--- config.mk ---
export PLATFORM = sky130hd
export DESIGN_NAME = button_reader_flat
export DESIGN_NICKNAME = d
export VERILOG_FILES = /design/src/rtl/button_pkg.sv /design/src/rtl/button_reader_if.sv /design/src/rtl/btn_debounce.sv /design/src/rtl/button_reader.sv /design/src/flat_wrapper.sv
export SDC_FILE = /design/constraint.sdc
export NUM_CORES = 1
export LEC_CHECK = 0
export CORE_ASPECT_RATIO = 1.1
export CORE_MARGIN = 2
export CORE_UTILIZATION = 32
export CTS_CLUSTER_DIAMETER = 120
export DETAILED_ROUTE_END_ITERATION = 10
export PLACE_DENSITY = 0.51
export REMOVE_ABC_BUFFERS = 1
export SLEW_MARGIN = 20
export SYNTH_ARGS = -nofsm -noshare
export SYNTH_HDL_FRONTEND = slang
export SYNTH_SLANG_ARGS = --single-unit
--- constraint.sdc ---
create_clock -name clk -period 3.55 [get_ports clk]
set_input_delay 1.065 -clock clk [delete_from_list [all_inputs] [get_ports clk]]
set_output_delay 1.065 -clock clk [all_outputs]
set_load 0.05 [all_outputs]
--- src/rtl/button_pkg.sv ---
// Shared types and constants for the push-button reader.
package button_pkg;
  typedef enum logic [1:0] {IDLE, DELAY, REPEAT} rpt_state_t;
  localparam int EVT_CODE_W = 4;
endpackage

--- src/rtl/button_reader_if.sv ---
// Button pins in, debounced levels/pulses and the encoded event out.
interface button_reader_if #(parameter int N_BTN = 4);
  import button_pkg::*;

  // `release` is a reserved word, so the release pulse vector is `rel`.
  logic [N_BTN-1:0]      btn_n;
  logic [N_BTN-1:0]      level;
  logic [N_BTN-1:0]      press;
  logic [N_BTN-1:0]      rel;
  logic [N_BTN-1:0]      rpt;
  logic                  evt_valid;
  logic [EVT_CODE_W-1:0] evt_code;

  modport master (input btn_n, output level, press, rel, rpt, evt_valid, evt_code);
  modport slave  (output btn_n, input level, press, rel, rpt, evt_valid, evt_code);
endinterface

--- src/rtl/btn_debounce.sv ---
// One button: two-flop synchroniser, stable-time debounce, edge pulses and
// the auto-repeat FSM.
module btn_debounce
  import button_pkg::*;
#(
  parameter int DB_CYCLES    = 500000,
  parameter int REPEAT_DELAY = 25000000,
  parameter int REPEAT_RATE  = 5000000
) (
  input  logic clk,
  input  logic reset,
  input  logic btn_n,
  output logic level,
  output logic press,
  output logic rel,
  output logic rpt
);
  localparam int RP_MAX = (REPEAT_DELAY > REPEAT_RATE) ?
                          ((REPEAT_DELAY > 2) ? REPEAT_DELAY : 2) :
                          ((REPEAT_RATE  > 2) ? REPEAT_RATE  : 2);
  localparam int DB_W = $clog2(DB_CYCLES);
  localparam int RP_W = $clog2(RP_MAX);
  localparam logic [DB_W-1:0] DB_LAST = DB_W'(DB_CYCLES - 1);
  localparam logic [RP_W-1:0] RD_LAST = RP_W'(REPEAT_DELAY - 1);
  localparam logic [RP_W-1:0] RR_LAST = RP_W'(REPEAT_RATE - 1);

  logic            s1, s2, in;
  logic [DB_W-1:0] db_cnt;
  logic            accept;

  rpt_state_t      state, state_nx;
  logic [RP_W-1:0] rp_cnt, rp_cnt_nx;
  logic            rpt_nx;

  always_ff @(posedge clk) begin
    if (reset) begin
      s1 <= 1'b1;
      s2 <= 1'b1;
    end else begin
      s1 <= btn_n;
      s2 <= s1;
    end
  end

  assign in     = ~s2;
  assign accept = (in != level) && (db_cnt == DB_LAST);

  // The counter only runs while input and level disagree; accept fires at its
  // terminal value, so it never climbs past DB_LAST.
  always_ff @(posedge clk) begin
    if (reset) begin
      db_cnt <= '0;
      level  <= 1'b0;
      press  <= 1'b0;
      rel    <= 1'b0;
    end else begin
      press <= accept & in;
      rel   <= accept & ~in;
      if (in == level) begin
        db_cnt <= '0;
      end else if (accept) begin
        level  <= in;
        db_cnt <= '0;
      end else begin
        db_cnt <= db_cnt + DB_W'(1);
      end
    end
  end

  always_ff @(posedge clk) begin
    if (reset) begin
      state  <= IDLE;
      rp_cnt <= '0;
      rpt    <= 1'b0;
    end else begin
      state  <= state_nx;
      rp_cnt <= rp_cnt_nx;
      rpt    <= rpt_nx;
    end
  end

  // A falling level wins over a due repeat, so release never carries a rpt.
  always_comb begin
    state_nx  = state;
    rp_cnt_nx = rp_cnt;
    rpt_nx    = 1'b0;
    case (state)
      IDLE: begin
        if (accept && in && (REPEAT_DELAY != 0)) begin
          state_nx  = DELAY;
          rp_cnt_nx = '0;
        end
      end
      DELAY: begin
        if (accept && !in) begin
          state_nx  = IDLE;
          rp_cnt_nx = '0;
        end else if (rp_cnt == RD_LAST) begin
          state_nx  = REPEAT;
          rp_cnt_nx = '0;
          rpt_nx    = 1'b1;
        end else begin
          rp_cnt_nx = rp_cnt + RP_W'(1);
        end
      end
      REPEAT: begin
        if (accept && !in) begin
          state_nx  = IDLE;
          rp_cnt_nx = '0;
        end else if (rp_cnt == RR_LAST) begin
          rp_cnt_nx = '0;
          rpt_nx    = 1'b1;
        end else begin
          rp_cnt_nx = rp_cnt + RP_W'(1);
        end
      end
      default: begin
        state_nx  = IDLE;
        rp_cnt_nx = '0;
      end
    endcase
  end
endmodule

--- src/rtl/button_reader.sv ---
// N debounced push-buttons with press/release/repeat pulses and a registered
// lowest-index event encoder.
module button_reader
  import button_pkg::*;
#(
  parameter int N_BTN        = 4,
  parameter int DB_CYCLES    = 500000,
  parameter int REPEAT_DELAY = 25000000,
  parameter int REPEAT_RATE  = 5000000
) (
  input  logic clk,
  input  logic reset,
  button_reader_if.master bus
);
  logic [N_BTN-1:0]      level, press, rel, rpt, hit;
  logic [EVT_CODE_W-1:0] code_nx, evt_code;
  logic                  evt_valid;

  for (genvar i = 0; i < N_BTN; i++) begin : g_btn
    btn_debounce #(
      .DB_CYCLES   (DB_CYCLES),
      .REPEAT_DELAY(REPEAT_DELAY),
      .REPEAT_RATE (REPEAT_RATE)
    ) u_btn (
      .clk  (clk),
      .reset(reset),
      .btn_n(bus.btn_n[i]),
      .level(level[i]),
      .press(press[i]),
      .rel  (rel[i]),
      .rpt  (rpt[i])
    );
  end

  assign hit = press | rpt;

  // Scan downward so the lowest set index is the last one written.
  always_comb begin
    code_nx = '0;
    for (int i = N_BTN - 1; i >= 0; i--) begin
      if (hit[i]) code_nx = EVT_CODE_W'(i);
    end
  end

  always_ff @(posedge clk) begin
    if (reset) begin
      evt_valid <= 1'b0;
      evt_code  <= '0;
    end else begin
      evt_valid <= |hit;
      evt_code  <= code_nx;
    end
  end

  assign bus.level     = level;
  assign bus.press     = press;
  assign bus.rel       = rel;
  assign bus.rpt       = rpt;
  assign bus.evt_valid = evt_valid;
  assign bus.evt_code  = evt_code;
endmodule

--- src/flat_wrapper.sv ---
// flat-port wrapper written by rule: the top's interface ports become plain ports
module button_reader_flat import button_pkg::*;
#(
  parameter int N_BTN        = 4,
  parameter int DB_CYCLES    = 500000,
  parameter int REPEAT_DELAY = 25000000,
  parameter int REPEAT_RATE  = 5000000
)
  (clk, reset, bus_btn_n, bus_level, bus_press, bus_rel, bus_rpt, bus_evt_valid, bus_evt_code);
  button_reader_if #(.N_BTN(N_BTN)) bus_i ();
  input  logic clk;
  input  logic reset;
  input wire logic [$bits(bus_i.btn_n)-1:0] bus_btn_n;
  output wire logic [$bits(bus_i.level)-1:0] bus_level;
  output wire logic [$bits(bus_i.press)-1:0] bus_press;
  output wire logic [$bits(bus_i.rel)-1:0] bus_rel;
  output wire logic [$bits(bus_i.rpt)-1:0] bus_rpt;
  output wire logic [$bits(bus_i.evt_valid)-1:0] bus_evt_valid;
  output wire logic [$bits(bus_i.evt_code)-1:0] bus_evt_code;
  assign bus_i.btn_n = bus_btn_n;
  assign bus_level = bus_i.level;
  assign bus_press = bus_i.press;
  assign bus_rel = bus_i.rel;
  assign bus_rpt = bus_i.rpt;
  assign bus_evt_valid = bus_i.evt_valid;
  assign bus_evt_code = bus_i.evt_code;
  button_reader #(.N_BTN(N_BTN), .DB_CYCLES(DB_CYCLES), .REPEAT_DELAY(REPEAT_DELAY), .REPEAT_RATE(REPEAT_RATE)) u_core (.clk(clk), .reset(reset), .bus(bus_i));
endmodule
Yosys cells after proc, flatten, opt, wreduce, memory -nomap -nowiden
Index checks and enable logic that the tools add are counted.
W data, S select, Z words.
- add/subtract/negate cells: 8
- eq/ne operators: 40
- mux-type cells: 67
- bitwise operators: 17
- reduce and logical (&&, ||, !) cells: 32
- operators with widths (kind ; number):
    $mux W25 ; 20
    $pmux W25 S3 ; 4
    $add A25 B1 Y25 const B ; 4
    $eq A25 B23 Y1 const B ; 4
    $eq A25 B25 Y1 const B ; 4
    $add A19 B1 Y19 const B ; 4
    $eq A19 B19 Y1 const B ; 4
    $mux W2 ; 18
    $pmux W2 S3 ; 4
    $mux W1 ; 17
    $ne A2 B2 Y1 const B ; 8
    $reduce_or A3 Y1 ; 5
    $logic_and A1 B1 Y1 ; 12
    $ne A3 B3 Y1 const B ; 4
    $reduce_and A3 Y1 ; 4
    $and A1 B1 Y1 ; 8
    $eq A2 B1 Y1 const B ; 4
    $eq A2 B2 Y1 const B ; 4
    $logic_not A2 Y1 ; 4
    $not A1 Y1 ; 8
    $pmux W1 S2 ; 4
    $reduce_and A2 Y1 ; 4
    $reduce_or A4 Y1 ; 2
    $eq A1 B1 Y1 ; 4
    other kinds (3) ; 6
- bits in registers: 213
- input port bits: 6
- output and inout port bits: 21
- word-level logic and storage cells: 204

Logic depth before layout (Yosys ltp)
- word-level depth: 6
- gate-level depth with buffers: 9
- mapped depth without buffers: 7

Cells and area by module
A second synthesis with hierarchy kept.
- cells, all modules: 1385
- area total of the unflattened synthesis: 10958.0 sq um
- modules (own cells, without submodules) (module ; instances ; cells an instance ; area each (sq um) ; sequential area each (sq um)):
    btn_debounce at u_core.g_btn[0].u_btn ... ; 3 ; 338 ; 2702.6 ; 1041.0
    btn_debounce at u_core.g_btn[3].u_btn ; 1 ; 356 ; 2718.9 ; 1041.0
    button_reader ; 1 ; 15 ; 131.4 ; 60.1

Least setup slack after synthesis
No wires, ideal clock.
- path kind: reg-to-reg
- start: register u_core.g_btn[1].u_btn.rp_cnt[17]
- end: register u_core.g_btn[1].u_btn.rp_cnt[24]
- library setup time: 122 ps
- arrival: 2504 ps
- data required time: 3428 ps
- path slack: 924 ps
- cell stages (with the launch flop): 9
- path buffers: 2
- period minus slack after synthesis: 2626 ps
- cells stage by stage: dfxtp_1 buf_6 or4b_1 or4_4 o41ai_2 a211oi_2 buf_6 o211a_1 a221o_1
- word-level cells in the longest chain between the ends: 4
- elaborated cells on any way between the ends: 8
- classes of those cells: add/sub (1); eq/ne (2); mux (5)
- RTL lines (what ; line ; source):
    start, declared ; btn_debounce.sv:32 ; logic [RP_W-1:0] rp_cnt, rp_cnt_nx;
    start signal, assigned ; btn_debounce.sv:77 ; rp_cnt <= rp_cnt_nx;
    $add A25 B1 Y25, or another cell as far along ; btn_debounce.sv:103, btn_debounce.sv:114 ;
    $mux W25, on equally long branches ; btn_debounce.sv:110, btn_debounce.sv:98 ;
    $mux W25, on equally long branches ; btn_debounce.sv:107, btn_debounce.sv:95 ;
    $pmux W25 S3 * ; btn_debounce.sv:87 ; case (state)
Mark *: on every way between the ends. The rest lies on a longest branch, timed or not.
A chain may end at the register's enable or synchronous reset.

Final worst setup path
- start: register u_core.g_btn[3].u_btn.level
- end: output port bus_level[3]
- RTL lines (what ; line ; source):
    start, declared ; btn_debounce.sv:13 ; output logic level,
    start signal, assigned ; btn_debounce.sv:62 ; level <= in;
    end, declared ; flat_wrapper.sv:14 ; output wire logic [$bits(bus_i.level)-1:0] bus_level;
No word-level cell between the ends.

==> results.json <==
{
  "status": "completed",
  "dieArea_um2": 33790,
  "path_class": "reg2out",
  "r2r_end": "u_core.g_btn[1].u_btn.rp_cnt[24]",
  "drtAntennaViolNets": 0,
  "antenna_found_initial": 0,
  "synthArstFlopShare_pct": 0,
  "grt_usage_pct": 13.50,
  "critPathLaunch": "u_core.g_btn[3].u_btn.level",
  "holdCritStartpoint": "u_core.g_btn[3].u_btn.s1",
  "p_per_area_nw_per_um2": 419.6,
  "wl_um": 22940,
  "io_buffers": 24,
  "multi_input_comb_area_um2": 5594,
  "hold_end": "u_core.g_btn[3].u_btn.s2",
  "vias_per_cell": 4.996,
  "fp.dieH_um": 192.6,
  "clock_latency_ns": 0.52,
  "synth_area_um2": 10350,
  "peakVddDrop_mv": 0.2860,
  "fin_crit_sh_pct": 83.53,
  "drt-initial-drc-count": 452,
  "ys_warn_count": 0,
  "register_area_um2": 4224,
  "power_mw": 4.874,
  "max_freq_mhz": 337.2,
  "initial_utilization_pct": 32.22,
  "clock-root-buffer": "clkbuf_16",
  "yosys.area_share.simple_pct": 30.58,
  "synth_ff_type": "dfxtp_1",
  "finClkSkew_ns": 0.01247,
  "hold_buffers": 0,
  "cp-end-kind": "output port",
  "area_growth_pct": 12.29,
  "rsz0062_at_grt": "false",
  "finalSetupViolations": 0,
  "yosys-top-cells-area": "dfxtp_1 (41%), nor2_1 (5.7%), xnor2_1 (5.2%)",
  "grt_max_degree": 59,
  "crit_chain": "clkdlybuf4s50_1",
  "synth-edff-count": 0,
  "cts_tree": "built",
  "synth_xor_xnor_area_share_pct": 9.904,
  "rows": 69,
  "r2r_start": "u_core.g_btn[1].u_btn.rp_cnt[17]",
  "cts_buffers": 24,
  "hp-class": "reg2reg",
  "vias": 8389,
  "relSlewSlack_pct": 35.61,
  "clock_sinks": 211,
  "diodes": 0,
  "syn_inst": 1237,
  "r2r_slack_ns": 0.66,
  "tightest_slew_ns": 0.9659,
  "synth-compound-area-share_pct": 10.04,
  "hpwlAfterDp_um": 15540,
  "cap_violations": 0,
  "h-tree-depth": 1,
  "hold_violations": 0,
  "path_max_fanout": 8,
  "synth.avg_cell_area_um2": 8.364,
  "cts.path.max_buffers": 3,
  "synthMuxAreaShare_pct": 0.9675,
  "cts-resized-gates": 0,
  "ys_ff_latch": 211,
  "grt_pass1_wl_um": 38630,
  "yosysTopAreaCellShare_pct": 40.83,
  "grt_pass1_vias": 7932,
  "r2r_cells": 7,
  "tns_ns": 0,
  "slowest_delay_ns": 0.87,
  "drtPass1Iterations": 4,
  "path_buf_inv": 1,
  "p_leak_nw": 3.672,
  "gr-total-overflow": 0,
  "synth_top_family_by_area": "simple AND/OR/NAND/NOR gates",
  "yosysSeqAreaShare_pct": 40.83,
  "hold_path_depth": 1,
  "drv_slew": 0,
  "drc": 0,
  "period_needed_ns": 2.965,
  "core_area_um2": 32120,
  "io_pins": 27,
  "drive_above_1_share_pct": 6.784,
  "yosys.area.top_type": "dfxtp_1",
  "fill_cells": 3360,
  "synth_adder_area_share_pct": 2.419,
  "crit_required_ns": 2.48,
  "wire_per_inst_um": 13.66,
  "critPathSlowestCell": "clkdlybuf4s50_1",
  "post_cts_buffers": 0,
  "clk_pin_slew_worst_paths_ns": 0.06,
  "ys_types": 71,
  "cpLargestDelayFamily": "buffers and inverters",
  "num-nets-final": 1265,
  "gp_congestion": 0.7821,
  "die_w_um": 175.4,
  "arrival_ns": 1.90,
  "startpoint_type": "flip-flop"
}
==> worst max-delay path by stage <==
stage	endpoint	slack, ns	depth (start not counted)
4_1_cts	bus_level[3]	0.54	1
3_3_place_gp	u_core.g_btn[1].u_btn.rp_cnt[2]	0.55	7
5_1_grt	bus_level[3]	0.50	1
6_report	bus_level[3]	0.58	1
3_5_place_dp	u_core.g_btn[1].u_btn.rp_cnt[13]	0.50	7
2_1_floorplan	u_core.g_btn[2].u_btn.rp_cnt[23]	0.17	5
==> per-stage QoR <==
step / instances / instance area [um^2] / setup WS [ns] / utilization [%] / hold slack (ns)
floorplan: 1174 / 9971 / 0.1652 / - / 0.3895
global placement: 1639 / 10860 / 0.5514 / 33.80 / 0.3949
detailed placement: 1639 / 10860 / 0.5028 / 33.80 / 0.3945
CTS: 1679 / 11610 / 0.5404 / 36.16 / 0.4065
global route: 1679 / 11620 / 0.5015 / 36.17 / 0.4378
finish: 1679 / 11620 / 0.5847 / 36.17 / 0.4054
==> cell usage after synthesis (27+ instances only) <==
cell and n:
a21oi_1 48, and3_1 27, clkbuf_1 34, dfxtp_1 211, inv_1 42, nand2_1 116, nand3_1 83, nand4_1 41
nor2_1 158, nor3_1 54, nor4_1 31, o21ai_0 29, xnor2_1 61, xor2_1 56
==> logic make-up (layout without fill, tap and decap cells) <==
logic type	after synthesis	after routing
adders and majority gates	20	20
buffers and inverters	107	122
DFF	211	211
AOI/OAI and AO/OA	154	154
other	1	2
and+or+nand+nor	617	617
muxes	10	10
xor gates and xnor gates	117	117
==> cells in the final DEF (no fill, tap or decap), types with 15 or more instances in the layout <==
cell	count
dfxtp_1	211
nor2_1	158
nand2_1	116
nand3_1	83
xnor2_1	61
xor2_1	56
nor3_1	54
a21oi_1	47
inv_1	42
nand4_1	41
nor4_1	31
o21ai_0	29
and3_1	27
clkbuf_16	25
clkdlybuf4s50_1	23
a31oi_1	21
ha_1	20
buf_4	15
==> where the power goes <==
part / leakage, nW / switching (mW) / internal, mW
clock network: 0.379 / 0.957 / 1.42
logic: 1.59 / 0.0824 / 0.0324
registers: 1.70 / 0.00843 / 2.38
==> routing by layer <==
metal  wire length (um)  up-vias  part of all wire (%)  global-route usage (%)
met5                  0        -                     0                       0
met4                491        0                   2.1                   3.973
met3                757       31                   3.3                   1.990
met2              10510       95                    46                   22.64
met1              11180     3900                    49                   18.01
li1                   -     4363                     -                       -
==> state kept, by name, summed over array words and instances (netlist names) <==
signal                     flops
u_core.g_btn.u_btn.s2          4
u_core.bus.evt_valid           1
u_core.g_btn.u_btn.rp_cnt    100
u_core.bus.evt_code            2
u_core.g_btn.u_btn.press       4
u_core.g_btn.u_btn.state       8
u_core.g_btn.u_btn.rpt         4
u_core.g_btn.u_btn.db_cnt     76
u_core.g_btn.u_btn.level       4
u_core.g_btn.u_btn.s1          4
u_core.g_btn.u_btn.rel         4
==> layout make-up <==
class,instances,area share (%)
clock inverters,4,0.1723
well taps,426,4.588
multi-input cells,920,48.15
clock buffers,36,6.344
inverters,43,1.389
repair buffers,39,2.994
flip-flops and latches,211,36.36
Power figures use the tool's default switching activity.
